===== config.mk =====
export PLATFORM = sky130hd
export DESIGN_NAME = bfu_dif_pre
export DESIGN_NICKNAME = d
export VERILOG_FILES = /design/src/rtl/bfu_dif_pre.sv
export SDC_FILE = /design/constraint.sdc
export NUM_CORES = 1
export LEC_CHECK = 0
export BUFFER_PORTS_ARGS = -buffer_cell sky130_fd_sc_hd__buf_2
export CAP_MARGIN = 30
export CORE_ASPECT_RATIO = 1.1
export CORE_MARGIN = 3
export CORE_UTILIZATION = 60
export CTS_BUF_LIST = sky130_fd_sc_hd__clkbuf_8
export DETAILED_ROUTE_END_ITERATION = 16
export PLACE_DENSITY_LB_ADDON = 0.15
export SLEW_MARGIN = 40
export SYNTH_ARGS = -nofsm -noshare
export SYNTH_HDL_FRONTEND = slang
export SYNTH_SLANG_ARGS = --single-unit

===== constraint.sdc =====
create_clock -name clk -period 1.8 [get_ports clk]
set_clock_uncertainty 0.05 [all_clocks]
set_input_delay 0.27 -clock clk [delete_from_list [all_inputs] [get_ports clk]]
set_output_delay 0.27 -clock clk [all_outputs]
set_load 0.02 [all_outputs]

===== src/rtl/bfu_dif_pre.sv =====
// bfu_dif_pre: front end of the radix-2 DIF butterfly.
// For each accepted pair (a, b) it forms a+b and a-b at full precision. It
// issues the twiddle ROM read for the pair's k index. It presents a-b to the
// complex multiplier A port on the same cycle the ROM data returns. It delays
// a+b by the multiplier latency so that the sum leaves together with the
// product.
//
// Ports
//   clk, reset_n            clock, async active-low reset
//   in_valid, frame_start   input pair valid; frame_start marks k=0
//   a_r, a_i, b_r, b_i      signed input points, DWIDTH bits
//   tw_rd_en, tw_addr       twiddle ROM read strobe / address (1-cycle ROM)
//   mult_ar, mult_ai        a-b to multiplier, DWIDTH+1 bits
//   mult_valid              mult_a* valid, aligned with ROM data
//   sum_r, sum_i            a+b, DWIDTH+1 bits, aligned with product
//   sum_valid, frame_last   sum valid; last sample (k=NPTS/2-1) of a frame
module bfu_dif_pre #(
  parameter int unsigned DWIDTH      = 16,
  parameter int unsigned NPTS        = 16,
  parameter int unsigned LOG2_STRIDE = 0,
  parameter int unsigned MULT_LAT    = 6,
  localparam int unsigned TWAW       = $clog2(NPTS) - 1
) (
  input  logic                     clk,
  input  logic                     reset_n,
  input  logic                     in_valid,
  input  logic                     frame_start,
  input  logic signed [DWIDTH-1:0] a_r,
  input  logic signed [DWIDTH-1:0] a_i,
  input  logic signed [DWIDTH-1:0] b_r,
  input  logic signed [DWIDTH-1:0] b_i,
  output logic                     tw_rd_en,
  output logic [TWAW-1:0]          tw_addr,
  output logic signed [DWIDTH:0]   mult_ar,
  output logic signed [DWIDTH:0]   mult_ai,
  output logic                     mult_valid,
  output logic signed [DWIDTH:0]   sum_r,
  output logic signed [DWIDTH:0]   sum_i,
  output logic                     sum_valid,
  output logic                     frame_last
);

  localparam int unsigned XW = DWIDTH + 1;
  localparam int unsigned KW = TWAW;
  localparam logic [KW-1:0] K_LAST = KW'(NPTS / 2 - 1);

  // One entry of the sum delay line.
  typedef struct packed {
    logic                 valid;
    logic                 last;
    logic signed [XW-1:0] re;
    logic signed [XW-1:0] im;
  } sum_t;

  logic [KW-1:0]        k;
  logic [KW-1:0]        k_use;
  logic                 k_is_last;
  logic [TWAW-1:0]      tw_next;
  logic signed [XW-1:0] add_r, add_i, sub_r, sub_i;

  logic                 s1_valid;
  logic                 s1_last;
  logic signed [XW-1:0] s1_sum_r, s1_sum_i;
  logic signed [XW-1:0] s1_diff_r, s1_diff_i;

  sum_t                 dl [MULT_LAT+1];

  // Index for the current sample; a qualified frame_start forces k=0.
  always_comb begin
    k_use     = k;
    if (frame_start) k_use = '0;
    k_is_last = (k_use == K_LAST);
    tw_next   = TWAW'(32'(k_use) << LOG2_STRIDE);
  end

  // Full-precision add/subtract on sign-extended operands.
  always_comb begin
    add_r = XW'(a_r) + XW'(b_r);
    add_i = XW'(a_i) + XW'(b_i);
    sub_r = XW'(a_r) - XW'(b_r);
    sub_i = XW'(a_i) - XW'(b_i);
  end

  // Stage 1: register sum/diff, issue ROM read, advance k.
  always_ff @(posedge clk or negedge reset_n) begin
    if (!reset_n) begin
      k         <= '0;
      s1_valid  <= 1'b0;
      s1_last   <= 1'b0;
      s1_sum_r  <= '0;
      s1_sum_i  <= '0;
      s1_diff_r <= '0;
      s1_diff_i <= '0;
      tw_rd_en  <= 1'b0;
      tw_addr   <= '0;
    end else begin
      s1_valid <= in_valid;
      tw_rd_en <= in_valid;
      if (in_valid) begin
        s1_last   <= k_is_last;
        s1_sum_r  <= add_r;
        s1_sum_i  <= add_i;
        s1_diff_r <= sub_r;
        s1_diff_i <= sub_i;
        tw_addr   <= tw_next;
        k         <= k_is_last ? '0 : k_use + KW'(1);
      end
    end
  end

  // Stage 2: difference to the multiplier, aligned with ROM data.
  always_ff @(posedge clk or negedge reset_n) begin
    if (!reset_n) begin
      mult_valid <= 1'b0;
      mult_ar    <= '0;
      mult_ai    <= '0;
    end else begin
      mult_valid <= s1_valid;
      if (s1_valid) begin
        mult_ar <= s1_diff_r;
        mult_ai <= s1_diff_i;
      end
    end
  end

  // Sum delay line: entry 0 lines up with the multiplier inputs, entry
  // MULT_LAT with the product. With MULT_LAT=0 the sum leaves with mult_valid.
  always_ff @(posedge clk or negedge reset_n) begin
    if (!reset_n) begin
      for (int j = 0; j <= int'(MULT_LAT); j++) dl[j] <= '0;
    end else begin
      dl[0].valid <= s1_valid;
      dl[0].last  <= s1_valid & s1_last;
      if (s1_valid) begin
        dl[0].re <= s1_sum_r;
        dl[0].im <= s1_sum_i;
      end
      for (int j = 1; j <= int'(MULT_LAT); j++) begin
        dl[j].valid <= dl[j-1].valid;
        dl[j].last  <= dl[j-1].last;
        if (dl[j-1].valid) begin
          dl[j].re <= dl[j-1].re;
          dl[j].im <= dl[j-1].im;
        end
      end
    end
  end

  assign sum_r      = dl[MULT_LAT].re;
  assign sum_i      = dl[MULT_LAT].im;
  assign sum_valid  = dl[MULT_LAT].valid;
  assign frame_last = dl[MULT_LAT].last;

endmodule


==> After elaboration in Yosys (flattened, before gate mapping) <==
Cells that the tools add are included.
{ "totals": {"register_bits": 362, "output_inout_bits": 75} }
{ "classes": {"add_sub_neg": 5, "n_eq_ne": 1, "mux": 2, "n_bitwise": 1} }
{ "op_table": {"columns": ["op", "count"], "rows": [
  ["$add A16 B16 Y17", 2],
  ["$sub A16 B16 Y17", 2],
  ["$mux W3", 2],
  ["$add A3 B1 Y3 const B", 1],
  ["$eq A3 B3 Y1 const B", 1],
  ["$and A1 B1 Y1", 1]
]} }

==> Longest topological paths before layout <==
Gate-level depths: netlist of run 1.
{ "depth": {"depth_word": 3, "ltp_mapped": 9, "depth_no_buf": 9} }

==> Worst setup path after synthesis of run 1 <==
Ideal clock, no wire load.
{ "synth_path": {"path_type": "input to register", "from": "input port a_r[0]", "to": "register s1_diff_r[12]", "arrival_ns": 2.014, "t_required_ns": 1.624, "setup_slack_ns": -0.390, "stages": 9, "n_path_buf": 0, "path_cell_list": "inv_1 ha_1 fa_1 nand2b_1 a31oi_1 a211o_1 o311a_1 nor4_1 a311o_1"} }
{ "synth_via": {"elab_chain_cells": 1} }
{ "synth_rtl": {"columns": ["item", "line_no", "rtl"], "rows": [
  ["start, declared", "28", "input logic signed [DWIDTH-1:0] a_r,"],
  ["$sub A16 B16 Y17", "80", "sub_r = XW'(a_r) - XW'(b_r);"],
  ["end signal, assigned", "103", "s1_diff_r <= sub_r;"],
  ["end, declared", "64", "logic signed [XW-1:0] s1_diff_r, s1_diff_i;"]
]} }
Every way passes these cells.
A chain may end at the register's enable or synchronous reset.

==> Worst setup path in the final report of run 1 <==
{ "layout_path": {"from": "input port b_i[4]", "to": "register s1_sum_i[15]"} }
{ "layout_via": {"elab_chain_cells": 1} }
{ "layout_rtl": {"columns": ["item", "line_no", "rtl"], "rows": [
  ["start, declared", "31", "input logic signed [DWIDTH-1:0] b_i,"],
  ["$add A16 B16 Y17", "79", "add_i = XW'(a_i) + XW'(b_i);"],
  ["end signal, assigned", "102", "s1_sum_i <= add_i;"],
  ["end, declared", "63", "logic signed [XW-1:0] s1_sum_r, s1_sum_i;"]
]} }
Every way passes these cells.

==> impl_metrics.yaml, run 1 <==
sta:
  fmax_mhz: 576
  tightestPinTransition_ps: 555
  fin_crit_sh_pct: 96.5
  final-hold-violation-count: 0
  fin_ws_ps: 62.7
  maxSlewHeadroom_pct: 62.4
  rsz0062_at_grt: "false"
  period_needed_ps: 1740
  whs_ps: 63.7
  setup_viol: 0
  drv_slew: 0
final_layout:
  antenna_cells: 0
  area_growth_pct: 23.9
  final_core_util_pct: 75.7
  stdcell_area_um2: 20500
  layout-drive-gt1-share_pct: 48.6
  layout.nets: 1737
flow_run:
  drv_cap: 0
grt:
  grt_pass1_wl_um: 56400
  grt_max_degree: 66
  grt_usage_pct: 23.0
  grt_overflow: 0
  grt_pass1_vias: 11300
  antenna_found_initial: 0
floorplanning:
  chipHeight_um: 180
  die_area_um2: 29700
  die_w_um: 164
  start_util_pct: 61.1
  rows: 63
  fp.coreArea_um2: 27100
  ios: 143
critical_path:
  r2r_slack_ps: 380
  end_kind: "flop"
  critical_path_class: "in -> reg"
  cp.required_ps: 2240
  endpoint: "s1_sum_i[15]"
  worstRegToRegCells: 4
  cp_max_fo: 4
  cp-start-kind: "input pin"
  r2r-end: "k[2]"
  arrival_ps: 2180
  startpoint: "b_i[4]"
  timing.rr.start: "k[0]"
synth:
  synth_top_area_share_pct: 54.1
  synth_edf_count: 0
  synthArstFlopShare_pct: 100
  yosysTopAreaCell: "dfrtp_1"
  ys_ff_latch: 358
  synthCells: 1314
  ys_seq_area_share_pct: 54.1
  synth_area_leaders: "dfrtp_1, mux2_2, ha_1"
  syn_area_per_cell_um2: 12.6
  syn_nets: 1452
  synthDistinctLibCells: 67
  syn_area_um2: 16600
  synth_ff_type: "dfrtp_1"
  yosys_warnings: 0
run_status:
  outcome: "finished, final reports clean"
routing:
  drt_wl_total_um: 33400
  firstDrtPassIters: 5
  route.antenna.remaining_nets: 0
  viasPerCell: 5.43
  wl_per_cell_um: 16.8
  drt_iter0_markers: 524
  remaining_drc_errors: 0
  via_count: 10800
clocking:
  cts.sinks: 358
  clock_latency_ps: 580
  clockBufferDepth: 3
  clkTransAtPathRegs_ps: 70
  cts_root_buf: "clkbuf_8"
  cts.htree.levels: 2
  cts_made_buffers: 53
  cts_tree: "built"
power:
  powerDensity_nw_per_um2: 1230
  ir_drop_mv: 0.937
  p_leak_nw: 9.37
  power_w: 0.0252
placed_design:
  dp_hpwl_um: 24400
  dpl_worst_slack_ps: -522
  portBuffers: 142
  placed_area_um2: 19300
  place_congestion: 0.924
min_path:
  min_path_type: "in -> reg"
  hold_depth: 3
## cell usage after synthesis (4+ instances only)
master and count:
a211o_1 4, a211oi_1 4, a21o_1 5, a21oi_1 61, a221oi_1 4, a311oi_1 4, a31oi_1 6, a41oi_1 5
and3_1 6, buf_1 15, buf_2 5, buf_4 39, clkbuf_1 45, dfrtp_1 358, fa_1 4, ha_1 66
inv_1 54, mux2_2 297, mux2i_1 6, nand2_1 35, nand2b_1 8, nand3_1 18, nand4_1 4, nor2_1 67
nor2b_1 20, nor3_1 14, nor4_1 5, o211ai_1 12, o21a_1 9, o21ai_0 33, o21bai_1 4, o31ai_1 8
or3_1 4, xnor2_1 32, xor2_1 7
## worst min-delay path by stage
stage,from,end,slack (ps)
6_report,b_i[0],s1_diff_i[0],60
5_1_grt,b_i[0],s1_diff_i[0],60
4_1_cts,b_i[0],s1_diff_i[0],30
3_5_place_dp,reset_n,sum_i[8],160
3_3_place_gp,reset_n,sum_i[4],160
2_1_floorplan,reset_n,dl[100],-80
## cells by family after synthesis
logic type	Yosys count	share of synthesized area (%)
and+or+nand+nor	197	5.81
adders and majority gates	70	5.47
DFF	358	54.1
buffers and inverters	160	4.59
muxes	303	20.5
AOI/OAI and AO/OA	187	7.47
xor gates and xnor gates	39	2.06
## routing by layer
metal	global-route usage [%]	share of wire, %
met1	32.8	46
met2	37.5	48
met3	3.54	4.2
met4	5.37	1.6
met5	0	0
## sequential cells by signal, summed over array words and instances, names as in the netlist, 3 cells and up
| name | cells |
|---|---|
| dl | 214 |
| mult_ai | 17 |
| mult_ar | 17 |
| s1_diff_i | 17 |
| s1_diff_r | 17 |
| sum_i | 17 |
| sum_r | 17 |
| s1_sum_i | 16 |
| s1_sum_r | 16 |
| k | 3 |
| tw_addr | 3 |
## what timing repair did
item | in CTS | in global routing
hold buffers | 3 | 0
endpoints found under the setup margin | 0 | 6
resized for setup | 0 | 4
hold endpoints to repair | 362 | 0
setup buffers | 0 | 1
## layout make-up
class / count / area, µm²
clock buffer: 65 / 895
clock inverter: 29 / 263
fill: 1763 / 6590
inverter: 55 / 256
multi-input combinational: 796 / 7400
sequential: 358 / 8960
tap: 357 / 447
timing repair buffer: 335 / 2310
## worst max-delay path: stages
cell	delay [ps]
buf_2	140
inv_8	30
ha_4	300
nor2b_4	50
a211oi_4	250
a2111oi_2	120
o41a_1	350
or4_1	480
a31oi_1	170
## cells in the final DEF (no fill, tap or decap), types with 5 or more instances in the layout
cell       count
xnor2_1       32
buf_2        140
o31ai_1        7
o21ai_0       25
o21a_1         9
ha_1          47
o21ai_1        6
o211ai_1      12
a31oi_1        5
nand2_1       35
dfrtp_1      357
ha_4          19
nor3_1        12
nor2b_1       16
inv_2          6
a21oi_1       47
and3_1         6
clkbuf_8      65
buf_12         9
inv_8          6
buf_4        181
nand3_1       17
mux2_2       293
nor2_1        67
a21oi_2       14
mux2i_1        6
nor2b_4        5
xor2_1         7
bufinv_16      5
a21o_1         5
nand2b_1       5
inv_1         57
clkinv_2       6
## power breakdown
part / leakage (nW) / switching (W) / internal, W
clock network: 0.659 / 0.00297 / 0.00399
registers: 4.20 / 0.00138 / 0.0106
logic: 4.51 / 0.00291 / 0.00334
total: 9.37 / 0.00726 / 0.0179
## through the flow
step,TNS [ps],cells
floorplan,-2620,1314
global placement,-15750,1896
detailed placement,-16780,1896
CTS,0,1993
global route,0,1995
finish,0,1995
Note: power is estimated with default switching activity, not from simulation.
==> run 2: changes to the inputs <==
--- a/config.mk
+++ b/config.mk
@@ -10,7 +10,6 @@
 export CORE_ASPECT_RATIO = 1.1
 export CORE_MARGIN = 3
 export CORE_UTILIZATION = 60
-export CTS_BUF_LIST = sky130_fd_sc_hd__clkbuf_8
 export DETAILED_ROUTE_END_ITERATION = 16
 export PLACE_DENSITY_LB_ADDON = 0.15
 export SLEW_MARGIN = 40
==> constraint.sdc (replaced) <==
create_clock -name clk -period 1.87 [get_ports clk]
set_clock_uncertainty 0.05 [all_clocks]
set_input_delay 0.2805 -clock clk [delete_from_list [all_inputs] [get_ports clk]]
set_output_delay 0.2805 -clock clk [all_outputs]
set_load 0.02 [all_outputs]
==> run 2 against run 1 <==
The flow now finishes with violations (setup timing). Worst hold slack better by 12 ps. Sequential share of layout area hardly changed. Via count is 0.11% lower. Largest power group unchanged. Clock-buffer cell count is 13 lower. Final area hardly changed. First-iteration DRC count is 11% lower. Core utilization is 0.065 points higher. Setup slack worse by 67 ps. Critical path depth is 2 higher. Largest cell class unchanged. Register-to-register slack better by 100 ps.
==> impl_metrics.yaml, run 2 (synthesis results as in run 1) <==
critical_path:
  worstRegToRegCells: 4
  cp-start-kind: "input pin"
  r2r_slack_ps: 480
  r2r-end: "k[2]"
  cp.required_ps: 2260
  timing.rr.start: "k[0]"
  critical_path_class: "in -> reg"
  arrival_ps: 2260
  end_kind: "flop"
  cp_max_fo: 3
grt:
  grt_pass1_wl_um: 57400
  antenna_found_initial: 1
  grt_max_degree: 83
  grt_usage_pct: 23.6
  grt_overflow: 0
  grt_pass1_vias: 11300
floorplanning:
  rows: 63
  ios: 143
  die_area_um2: 29700
  fp.coreArea_um2: 27100
  start_util_pct: 61.1
  chipHeight_um: 180
  die_w_um: 164
clocking:
  cts.htree.levels: 2
  cts_tree: "built"
  clkTransAtPathRegs_ps: 60
  cts_root_buf: "clkbuf_16"
  cts_made_buffers: 36
  clockBufferDepth: 3
  clock_latency_ps: 510
  cts.sinks: 358
sta:
  maxSlewHeadroom_pct: 67.3
  period_needed_ps: 1870
  fin_ws_ps: -4.75
  tightestPinTransition_ps: 487
  rsz0062_at_grt: "true"
  setup_viol: 1
  setup_tns_ps: -4.75
  fin_crit_sh_pct: 100
  drv_slew: 0
  final-hold-violation-count: 0
  whs_ps: 75.3
  fmax_mhz: 533
final_layout:
  area_growth_pct: 24.0
  antenna_cells: 0
  layout.nets: 1730
  num-fill-cells: 1786
  final_cells: 1973
  multi_input_area_um2: 7320
  final_cell_mix: "dfrtp_1, mux2_2, buf_4"
  layout-drive-gt1-share_pct: 47.7
  regArea_um2: 8960
  final_core_util_pct: 75.8
  largest_register: "dl"
  layout_commonest_cell: "dfrtp_1"
  largest_register_ffs: 214
min_path:
  hold_path.startpoint: "b_r[0]"
  min_path_type: "in -> reg"
  hold_depth: 3
  hold_end: "s1_diff_r[0]"
routing:
  viasPerCell: 5.48
  firstDrtPassIters: 5
  wl_per_cell_um: 17.1
  drt_wl_total_um: 33800
  drt_iter0_markers: 465
  via_count: 10800
  route.antenna.remaining_nets: 0
  remaining_drc_errors: 0
placed_design:
  portBuffers: 142
  dpl_worst_slack_ps: -633
  dp.cells: 1906
  dp_hpwl_um: 23800
  place_congestion: 0.866
power:
  combPwrFrac_pct: 24.4
  power.internal_w: 0.0177
  p_sw_w: 0.00700
  swShare_pct: 28.3
  p_leak_nw: 9.34
  ir_drop_mv: 0.887
  pwr-share-seq_pct: 46.5
  clkPwrFrac_pct: 29.1
  powerDensity_nw_per_um2: 1200
run_status:
  outcome: "finished with violations"
  violations: "setup timing"
flow_run:
  drv_cap: 0
-- run 2: cell count changes in the layout (fill, tap and decap cells not counted), moves of 4 or more --
cell / before / now
clkbuf_8: 65 / 6
clkbuf_16: 1 / 36
buf_4: 181 / 195
inv_1: 57 / 46
clkbuf_1: 0 / 10
ha_4: 19 / 12
ha_1: 47 / 52
buf_2: 140 / 136
-- run 2: metrics by stage --
step | total power (W) | instance area (µm²)
2_1_floorplan | 0.0157 | 17000
3_3_place_gp | 0.0172 | 19200
3_5_place_dp | 0.0176 | 19200
4_1_cts | 0.0250 | 20400
5_1_grt | 0.0262 | 20500
6_report | 0.0248 | 20500
-- run 2: final cells by class --
type	count	share of cell area [%]
Clock buffer	52	4.97
Timing Repair Buffer	345	11.7
Inverter	55	1.13
Clock inverter	10	0.822
Sequential cell	358	43.6
Tap cell	357	2.17
Multi-Input combinational cell	796	35.6
-- run 2: worst max-delay path: stages --
cell,delay [ps]
buf_8,110
buf_6,110
ha_4,150
fa_2,360
nor2b_4,140
o211ai_1,270
nand3b_1,170
a221oi_2,350
buf_4,180
nor3_1,40
o21ai_1,100
-- run 2: how the worst max path moves through the flow --
stage	start	end	cells past startpoint
final	a_i[0]	s1_sum_i[16]	11
after global routing	a_i[0]	s1_sum_i[14]	11
after global placement	b_i[1]	s1_diff_i[11]	11
after CTS	a_i[0]	s1_diff_i[16]	11
after detailed placement	b_i[1]	s1_diff_i[11]	11
after floorplan	b_i[4]	s1_sum_i[15]	9
-- run 2: what timing repair did --
item | 4_1_cts | 5_1_grt
resized for setup | 3 | 25
hold buffers | 1 | 0
setup buffers | 1 | 4
setup endpoints to repair | 5 | 16
hold endpoints to repair | 48 | 0
pin swaps | 5 | 18
cloned | 0 | 0
-- run 2: metal layers --
| metal | up-vias | track usage, % | wire length, µm |
|---|---|---|---|
| met2 | 238 | 37.8 | 16000 |
| met3 | 62 | 3.43 | 1490 |
| met1 | 5348 | 34.2 | 15600 |
| met5 | - | 0 | 13 |
| li1 | 5167 | - | - |
| met4 | 2 | 5.77 | 720 |
-- run 2: power groups by stage --
stage | sequential (W) | combinational [W] | clock (W)
floorplan | 0.0113 | 0.00440 | 0
global placement | 0.0115 | 0.00574 | 0
detailed placement | 0.0116 | 0.00595 | 0
CTS | 0.0115 | 0.00606 | 0.00737
global route | 0.0118 | 0.00662 | 0.00771
finish | 0.0115 | 0.00603 | 0.00721
